--- src/rtl/cam_pkg.sv ---
// Shared types for the camera metering path.
//   PIXEL_W     : default RAW pixel width
//   cam_stats_t : per-frame exposure statistics record
//   cam_state_t : metering FSM states
package cam_pkg;

  localparam int PIXEL_W = 10;

  typedef struct packed {
    logic [31:0]        sum;
    logic [23:0]        pixel_count;
    logic [PIXEL_W-1:0] max_pixel;
    logic [23:0]        sat_count;
    logic               short_frame;
  } cam_stats_t;

  typedef enum logic [1:0] {
    WAIT_LOW,
    WAIT_FRAME,
    ACTIVE,
    LATCH
  } cam_state_t;

endpackage

--- src/rtl/pixel_window_counter.sv ---
// Pixel position tracker and window qualifier.
// Inputs are the already-registered fv/lv. It keeps one-cycle-delayed copies
// for edge detection and tracks the current column x and line y.
//   clk, reset_n    : pixel clock, async active-low reset
//   fv, lv          : registered frame/line valid
//   x, y            : position of the pixel in this cycle (reads 0,0 on fv rise)
//   in_window       : current position lies inside the programmed rectangle
//   fv_rise/fv_fall : frame valid edges
//   lv_fall         : end of a line inside a frame (also when fv drops with lv)
module pixel_window_counter #(
  parameter int X_OFFSET = 0,
  parameter int Y_OFFSET = 0,
  parameter int X        = 1288,
  parameter int Y        = 768
) (
  input  logic        clk,
  input  logic        reset_n,
  input  logic        fv,
  input  logic        lv,
  output logic [15:0] x,
  output logic [15:0] y,
  output logic        in_window,
  output logic        fv_rise,
  output logic        fv_fall,
  output logic        lv_fall
);

  localparam logic [31:0] X_LO = 32'(X_OFFSET);
  localparam logic [31:0] X_HI = 32'(X_OFFSET + X);
  localparam logic [31:0] Y_LO = 32'(Y_OFFSET);
  localparam logic [31:0] Y_HI = 32'(Y_OFFSET + Y);

  logic        fv_d;
  logic        line;
  logic        line_d;
  logic [15:0] x_q;
  logic [15:0] y_q;
  logic [31:0] xw;
  logic [31:0] yw;

  function automatic logic [15:0] sat_inc16(input logic [15:0] v);
    return (v == 16'hFFFF) ? v : v + 16'd1;
  endfunction

  // lv only has meaning while fv is high
  assign line    = fv & lv;
  assign fv_rise = fv & ~fv_d;
  assign fv_fall = ~fv & fv_d;
  assign lv_fall = line_d & ~line;

  // The rising-edge cycle already carries pixel (0,0)
  assign x  = fv_rise ? 16'd0 : x_q;
  assign y  = fv_rise ? 16'd0 : y_q;
  assign xw = 32'(x);
  assign yw = 32'(y);

  assign in_window = (xw >= X_LO) && (xw < X_HI) && (yw >= Y_LO) && (yw < Y_HI);

  always_ff @(posedge clk or negedge reset_n) begin
    if (!reset_n) begin
      // fv_d held high so a frame still running at reset release shows no rise
      fv_d   <= 1'b1;
      line_d <= 1'b0;
      x_q    <= '0;
      y_q    <= '0;
    end else begin
      fv_d   <= fv;
      line_d <= line;
      if (fv_rise) begin
        x_q <= line ? 16'd1 : 16'd0;
        y_q <= '0;
      end else if (lv_fall) begin
        x_q <= '0;
        y_q <= sat_inc16(y_q);
      end else if (line) begin
        x_q <= sat_inc16(x_q);
      end
    end
  end

endmodule

--- src/rtl/cam_metering.sv ---
// Per-frame exposure statistics over a programmable window.
//   clk, reset_n   : pixel clock, async active-low reset
//   pixel_data     : pixel value, qualified by fv & lv
//   fv, lv         : frame / line valid
//   sum            : latched saturating window pixel sum
//   pixel_count    : latched number of window pixels
//   max_pixel      : latched largest window pixel
//   sat_count      : latched window pixels >= SAT_THRESH
//   frame_count    : frames measured, wraps 255 -> 0
//   short_frame    : last frame ended before the window's last line completed
//   result_valid   : one-cycle pulse when the latched outputs update
module cam_metering #(
  parameter int PIXEL_W    = cam_pkg::PIXEL_W,
  parameter int X_OFFSET   = 0,
  parameter int Y_OFFSET   = 0,
  parameter int X          = 1288,
  parameter int Y          = 768,
  parameter int SAT_THRESH = 1000
) (
  input  logic               clk,
  input  logic               reset_n,
  input  logic [PIXEL_W-1:0] pixel_data,
  input  logic               fv,
  input  logic               lv,
  output logic [31:0]        sum,
  output logic [23:0]        pixel_count,
  output logic [PIXEL_W-1:0] max_pixel,
  output logic [23:0]        sat_count,
  output logic [7:0]         frame_count,
  output logic               short_frame,
  output logic               result_valid
);
  import cam_pkg::*;

  localparam logic [31:0] SAT_LVL   = 32'(SAT_THRESH);
  localparam logic [31:0] LINES_REQ = 32'(Y_OFFSET + Y);

  logic               fv_p1;
  logic               lv_p1;
  logic [PIXEL_W-1:0] pixel_p1;
  logic [31:0]        pix_ext;
  logic [15:0]        x;
  logic [15:0]        y;
  logic               in_window;
  logic               fv_rise;
  logic               fv_fall;
  logic               lv_fall;
  cam_state_t         state;
  cam_state_t         state_nxt;
  logic               clear_acc;
  logic               track;
  logic               latch;
  logic               accumulate;
  cam_stats_t         acc;
  cam_stats_t         acc_base;
  cam_stats_t         res;

  function automatic logic [31:0] sat_add32(input logic [31:0] a, input logic [PIXEL_W-1:0] p);
    logic [32:0] s;
    s = {1'b0, a} + 33'(p);
    return s[32] ? 32'hFFFF_FFFF : s[31:0];
  endfunction

  function automatic logic [23:0] sat_inc24(input logic [23:0] a, input logic inc);
    return (inc && (a != 24'hFF_FFFF)) ? a + 24'd1 : a;
  endfunction

  // ---- stage p1: input registration ----
  always_ff @(posedge clk or negedge reset_n) begin
    if (!reset_n) begin
      // High so that a frame in progress at reset release is not seen as new
      fv_p1 <= 1'b1;
      lv_p1 <= 1'b0;
    end else begin
      fv_p1 <= fv;
      lv_p1 <= lv;
    end
  end

  always_ff @(posedge clk) begin
    pixel_p1 <= pixel_data;
  end

  assign pix_ext = 32'(pixel_p1);

  pixel_window_counter #(
    .X_OFFSET (X_OFFSET),
    .Y_OFFSET (Y_OFFSET),
    .X        (X),
    .Y        (Y)
  ) u_window (
    .clk       (clk),
    .reset_n   (reset_n),
    .fv        (fv_p1),
    .lv        (lv_p1),
    .x         (x),
    .y         (y),
    .in_window (in_window),
    .fv_rise   (fv_rise),
    .fv_fall   (fv_fall),
    .lv_fall   (lv_fall)
  );

  always_ff @(posedge clk or negedge reset_n) begin
    if (!reset_n) state <= WAIT_LOW;
    else          state <= state_nxt;
  end

  always_comb begin
    state_nxt = state;
    clear_acc = 1'b0;
    track     = 1'b0;
    latch     = 1'b0;
    case (state)
      WAIT_LOW:   if (!fv_p1) state_nxt = WAIT_FRAME;
      WAIT_FRAME: if (fv_rise) begin
                    clear_acc = 1'b1;
                    track     = 1'b1;
                    state_nxt = ACTIVE;
                  end
      ACTIVE: begin
        track = 1'b1;
        if (fv_fall) state_nxt = LATCH;
      end
      LATCH: begin
        latch     = 1'b1;
        state_nxt = WAIT_FRAME;
      end
      default: state_nxt = WAIT_LOW;
    endcase
  end

  assign accumulate = track & fv_p1 & lv_p1 & in_window;
  assign acc_base   = clear_acc ? '0 : acc;

  // ---- stage p2: window accumulators ----
  always_ff @(posedge clk) begin
    acc <= acc_base;
    if (accumulate) begin
      acc.sum         <= sat_add32(acc_base.sum, pixel_p1);
      acc.pixel_count <= sat_inc24(acc_base.pixel_count, 1'b1);
      acc.sat_count   <= sat_inc24(acc_base.sat_count, pix_ext >= SAT_LVL);
      if (pixel_p1 > acc_base.max_pixel) acc.max_pixel <= pixel_p1;
    end
  end

  // ---- stage p3: frame-end result latch ----
  always_ff @(posedge clk or negedge reset_n) begin
    if (!reset_n) begin
      res          <= '0;
      frame_count  <= '0;
      result_valid <= 1'b0;
    end else begin
      result_valid <= latch;
      if (latch) begin
        res             <= acc;
        // y holds the completed line count once the frame has ended
        res.short_frame <= (32'(y) < LINES_REQ);
        frame_count     <= frame_count + 8'd1;
      end
    end
  end

  assign sum         = res.sum;
  assign pixel_count = res.pixel_count;
  assign max_pixel   = res.max_pixel;
  assign sat_count   = res.sat_count;
  assign short_frame = res.short_frame;

endmodule

--- config.mk ---
export PLATFORM = sky130hd
export DESIGN_NAME = cam_metering
export DESIGN_NICKNAME = d
export VERILOG_FILES = /design/src/rtl/cam_pkg.sv /design/src/rtl/pixel_window_counter.sv /design/src/rtl/cam_metering.sv
export SDC_FILE = /design/constraint.sdc
export NUM_CORES = 1
export LEC_CHECK = 0
export CAP_MARGIN = 20
export CORE_MARGIN = 4
export CORE_UTILIZATION = 55
export DETAILED_ROUTE_END_ITERATION = 8
export DONT_BUFFER_PORTS = 1
export GPL_ROUTABILITY_DRIVEN = 1
export GPL_TIMING_DRIVEN = 0
export PLACE_DENSITY = 0.71
export SLEW_MARGIN = 10
export SYNTH_ARGS = -nofsm -noshare
export SYNTH_HDL_FRONTEND = slang
export SYNTH_SLANG_ARGS = --single-unit
--- constraint.sdc ---
create_clock -name clk -period 9.5 [get_ports clk]
set_clock_uncertainty 0.05 [all_clocks]
set_input_delay 2.85 -clock clk [delete_from_list [all_inputs] [get_ports clk]]
set_output_delay 2.85 -clock clk [all_outputs]
set_load 0.005 [all_outputs]
Yosys cells after proc, flatten, opt, wreduce, memory -nomap -nowiden:

Cells that the tools add are included.

* bits of input ports: 14
* register bits after elaboration: 238

* muxes and demuxes: 24
* add/sub/neg operators: 6
* bitwise logic cells: 10
* magnitude comparators: 6
* equal/unequal tests: 12
* reductions and logical operators: 10

Operators by type and width (count)
* $mux W16: 9
* $mux W91: 1
* $mux W90: 1
* $add A24 B1 Y24 const B: 2
* $mux W24: 2
* $ne A24 B24 Y1 const B: 2
* $add A32 B10 Y33: 1
* $add A16 B1 Y16 const B: 2
* $eq A16 B16 Y1 const B: 2
* $ge A16 B1 Y1 const B: 2
* $mux W32: 1
* $lt A16 B10 Y1 const B: 1
* $lt A16 B11 Y1 const B: 1
* $ge A10 B10 Y1 const B: 1
* $gt A10 B10 Y1: 1
* $mux W10: 1
* $add A8 B1 Y8 const B: 1
* $pmux W2 S4: 1
* $and A1 B1 Y1: 7
* $mux W2: 3
* $eq A2 B2 Y1 const B: 2
* $logic_and A1 B1 Y1: 4
* $mux W1: 4
* $ne A2 B1 Y1 const B: 2
* 10 further kinds: 14

Depth between registers and ports, before layout:

* word-level depth: 9
* gate-level depth with buffers: 17

Hierarchy:

A second synthesis with hierarchy kept.

* cells, all modules: 1070
* area, all modules: 11151.9 um^2

By module, submodules not included
* cam_metering: area an instance 9061.2 um^2, cells an instance 838, instances 1
* pixel_window_counter: area an instance 2090.8 um^2, cells an instance 232, instances 1

Worst setup path before layout:

OpenSTA, ideal clock, no wires.

* path kind: reg-to-reg
* from: register state[1]
* to: register acc[82] (netlist bit)
* setup slack: 6086 ps
* clock period less this slack: 3414 ps
* setup time: 134 ps
* stages on the path, launching flop included: 16
* arrival: 3230 ps
* path buffers: 3
* required time: 9316 ps
* path through: dfrtp_1 inv_1 ha_1 nand3b_1 buf_2 clkbuf_1 and2_1 ha_1 a21o_1 a21oi_1 a21oi_1 o31ai_1 clkbuf_1 a211oi_1 xnor2_1 o21ai_0

* cells in the longest elaborated chain, start to end: 6
* elaborated cells between the ends (all ways): 11
* those cells by class: add/sub (1); eq/ne (2); mux (5); bitwise (3)

RTL lines
* start, declared: RTL line cam_metering.sv:48 `cam_state_t state;`
* start signal, assigned: RTL line cam_metering.sv:106 `else state <= state_nxt;`
* $eq A2 B1 Y1 / $eq A2 B2 Y1 (equally long branches): RTL line cam_metering.sv:114 `case (state)`
* $mux W1 / $pmux W1 S2 (equally long branches): RTL line cam_metering.sv:114
* $mux W91 / $and A1 B1 Y1 (equally long branches): RTL line cam_metering.sv:134, cam_metering.sv:133
* $add A32 B10 Y33 / $and A1 B1 Y1 (equally long branches): RTL line cam_metering.sv:60, cam_metering.sv:133
* $mux W32 / $and A1 B1 Y1 (equally long branches): RTL line cam_metering.sv:61, cam_metering.sv:133
* $mux W90 (*): RTL line cam_metering.sv:139 `if (accumulate) begin`
* end signal, assigned: RTL line cam_metering.sv:138 `acc <= acc_base;`
* end, declared: RTL line cam_metering.sv:54 `cam_stats_t acc;`

Every way passes the cells marked *; elsewhere a longest branch is shown, timed or not.
A chain may end at the register's enable or synchronous reset.

Worst setup path after layout:

* from: register state[1]
* to: register acc[26] (netlist bit)

* cells in the longest elaborated chain, start to end: 6
* elaborated cells between the ends (all ways): 11
* those cells by class: order compare (1); eq/ne (2); mux (5); bitwise (3)

RTL lines (RTL line)
* $eq A2 B1 Y1 / $eq A2 B2 Y1 (equally long branches): cam_metering.sv:114
* $mux W1 / $pmux W1 S2 (equally long branches): cam_metering.sv:114
* $mux W91 / $and A1 B1 Y1 (equally long branches): cam_metering.sv:134, cam_metering.sv:133
* $gt A10 B10 Y1 / $and A1 B1 Y1 (equally long branches): cam_metering.sv:143, cam_metering.sv:133
* $mux W10 / $and A1 B1 Y1 (equally long branches): cam_metering.sv:143, cam_metering.sv:133
* $mux W90 (*): cam_metering.sv:139

Marks and branches as above.

==> key figures <==
Hold path
  – Hold path startpoint: fv_p1$_DFF_PN1_
  – Cells on Worst Hold Path: 0
  – Worst Hold Endpoint: u_window.fv_d$_DFF_PN1_
  – Hold Crit Class: reg2reg

Setup path
  – Worst r2r src: state[1]$_DFFE_PN0P_
  – Type of origin of the critical path: flop
  – CP most frequent cell: clkbuf_1
  – Worst reg2reg path depth: 15
  – Delay-heaviest family, CP: buffers and inverters
  – Worst EP required: 9.83 ns
  – Critical Path AT: 4.76 ns
  – Cell chain of the critical path: inv_1 -> ha_1 -> nand3b_1 -> buf_2 -> clkbuf_1 -> clkbuf_1 -> nand2_1 -> ha_1 -> and4_1 -> a21oi_1 -> a21boi_0 -> o311a_1 -> buf_2 -> clkbuf_1 -> o21ai_0
  – Critical path fanouts, max: 10
  – CP max stage delay: 0.68 ns
  – Highest-delay cell along the critical path: clkbuf_1
  – WP buf/inv: 6
  – R2R setup slack: about 5.1 ns
  – FF-to-FF End: acc[26]$_DFF_P_
  – Setup Crit Path Kind: reg2reg
  – Launch point of the worst path: state[1]$_DFFE_PN0P_
  – Critical Path End Type: flop

Logic synthesis
  – Synthesized flop and latch total: 238
  – Post-Syn Nets: 1078
  – Yosys warnings: 0
  – Netlist cell types: 63
  – Post-Syn Area: approximately 11000 µm²
  – Post-synth EDFFs: 0
  – Cells after synthesis: 1033
  – Most common cell in the netlist: dfrtp_1
  – Synth async-reset ratio: 57.98%
  – Top_reg_cell synth: dfrtp_1
  – Share of the synthesized area in the top cell type: 31.61%
  – Cell taking the most area after synthesis: dfrtp_1
  – Mapped Avg Cell Area: 10.42 µm²
  – Register area share after synthesis: 50.70%
  – Synth top area cells: dfrtp_1, dfxtp_1, mux2_2
  – Commonest cells post-synth: dfrtp_1, dfxtp_1, nor2_1, mux2_2, nand2_1

Clocking
  – CTS buffer count: 25
  – Post-CTS Repair Setup Buffers: 0
  – Clock transition at path regs: 0.06 ns
  – Clk root buf: clkbuf_16
  – Post-CTS Hold Fix Bufs: 0
  – CTS tree: built
  – Clk sinks: 238
  – CTS max path bufs: 3
  – Worst skew pair latency: 0.51 ns
  – H-tree depth: 1
  – Resized cells post-CTS: 0

STA
  – TNS Setup: 0 ns
  – Rel. slew slack: between 40% and 50%
  – Worst Tran Pin Value: 0.8414 ns
  – Final Hold Vio Count: 0
  – Final Cycle Share: 46.63%
  – Fin crit period: 4.430 ns
  – Final setup violation count: 0
  – RSZ-0062 raised after global routing: false
  – Max frequency: 225.7 MHz
  – Slew Limit Fails: 0
  – Final setup margin: a little over 5 ns

Global route
  – Vias in the first global route: 7496
  – GR peak layer: met2
  – GR Util met1: 30.52%
  – Tot GR Track Use: 21.63%
  – Initial antenna violation count: 1
  – GR Overflow Total: 0
  – First-pass GRT wire length: 39120 µm
  – Met3 Use GR: 4.414%
  – Largest net degree at the start of global routing: ~140
  – GR Util met2: between 30% and 40%

Flow run
  – Max_cap viols: 0

Power
  – P_leak: 5.057 nW
  – IR drop worst, VDD: 0.0001778 V
  – Power Total: 0.002807 W
  – PD cells: 235.0 nW/µm²

Outcome
  – Status: complete, no violations

Route
  – DRT iter0 DRCs: around 440
  – First-pass DRT Iterations: 5
  – Routed Antenna Nets: 0
  – Routed WL: 23360 µm
  – Routed len/inst: 17.45 µm
  – Vias: 7555
  – Drt drc: 0
  – Vias per inst: 5.642

Layout
  – Syn-to-layout area delta: 10.96%
  – Share of layout cells above drive strength 1: 14.94%
  – Layout Nets: 1105
  – Final cell count without fillers: 1339

Placed design
  – Post-Place Cells: 1293
  – Dpl ws: 5.030 ns
  – Port Buffers: 0
  – DP Wirelength: 16330 µm
  – Final GP Congestion: 0.8876

Floorplanning
  – Die ar.: ~22000 µm²
  – Die Y: 147.9 µm
  – Core area: 18960 µm²
  – Number of I/O pins: 114
  – FP Rows: 50
  – Chip width: 147.9 µm
  – Initial Util: 56.79%
## cell type report
class                           instances  area, µm²
Fill cell                            1521       7010
Sequential cell                       238       5458
Multi-Input combinational cell        732       5061
Clock buffer                           31      688.2
Tap cell                              260      325.3
Clock inverter                         14      163.9
Buffer                                 41      163.9
Inverter                               22      82.58
Antenna cell                            1      2.502
## sequential cells by signal, summed over array words and instances (netlist names), 2 cells and up
name / count
acc: 90
frame_count: 8
max_pixel: 10
pixel_count: 24
pixel_p1: 10
sat_count: 24
state: 2
sum: 32
u_window.x_q: 16
u_window.y_q: 16
## worst reg2reg max path: stages (launching register included)
cell,delay (ns)
dfrtp_1,0.37
inv_1,0.10
ha_1,0.24
nand3b_1,0.32
buf_2,0.32
clkbuf_1,0.35
clkbuf_1,0.68
nand2_1,0.18
ha_1,0.33
and4_1,0.25
a21oi_1,0.07
a21boi_0,0.17
o311a_1,0.17
buf_2,0.21
clkbuf_1,0.32
o21ai_0,0.15
## worst max path at each step
stage / to / slack, ns / cells past startpoint
5_1_grt: acc[27]$_DFF_P_ / 4.67 / 15
3_5_place_dp: acc[26]$_DFF_P_ / 5.03 / 15
4_1_cts: acc[26]$_DFF_P_ / 5.03 / 15
3_3_place_gp: acc[34]$_DFF_P_ / 5.09 / 15
2_1_floorplan: acc[82]$_DFF_P_ / 6.09 / 15
6_report: acc[26]$_DFF_P_ / 5.07 / 15
## layout by cell type (no fill, tap or decap), types with 9 or more instances in the layout
cell	count
a211oi_1	9
clkbuf_1	34
dfrtp_1	136
and4_1	14
or3_1	11
nand4_1	37
nand3_1	41
mux2_2	94
xor2_1	48
o21ai_0	41
and2_1	24
and3_1	15
ha_1	30
nor4_1	10
nand2_1	94
clkbuf_16	25
a21oi_1	40
nor3_1	27
dfxtp_1	100
nor2_1	96
xnor2_1	42
inv_1	22
## logic make-up (layout without fill, tap and decap cells)
kind of cell               after synthesis  in the layout  share of synthesized area [%]
AOI/OAI and AO/OA                      122            122                          7.613
buffers and inverters                   63            108                          2.290
and+or+nand+nor                        393            393                          18.39
xor gates and xnor gates                90             90                          7.322
other                                    0              1                              0
DFF                                    238            238                          50.70
adders and majority gates               31             31                          3.673
muxes                                   96             96                          10.02
## stage by stage
| stage | area, µm² | hold slack, ns | utilization [%] |
|---|---|---|---|
| after floorplan | 10770 | 0.3340 | - |
| after global placement | 11090 | 0.3525 | 58.51 |
| after detailed placement | 11090 | 0.3496 | 58.51 |
| after CTS | 11940 | 0.3619 | 63.00 |
| after global routing | 11950 | 0.3717 | 63.02 |
| final | 11950 | 0.3651 | 63.02 |
## power breakdown
group | total, W | switching (W) | internal (W)
Sequential | 0.00121 | 0.0000923 | 0.00112
Combinational | 0.000599 | 0.000342 | 0.000258
Clock | 0.000993 | 0.000396 | 0.000597
Total | 0.00281 | 0.000830 | 0.00198
## metal layers
| layer | share of wire, % | wire length [µm] |
|---|---|---|
| met1 | 46 | 10690 |
| met2 | 46 | 10780 |
| met3 | 5.9 | 1370 |
| met4 | 2.2 | 521 |
| met5 | 0 | 0 |
No activity file was read; power rests on OpenSTA's default activity.
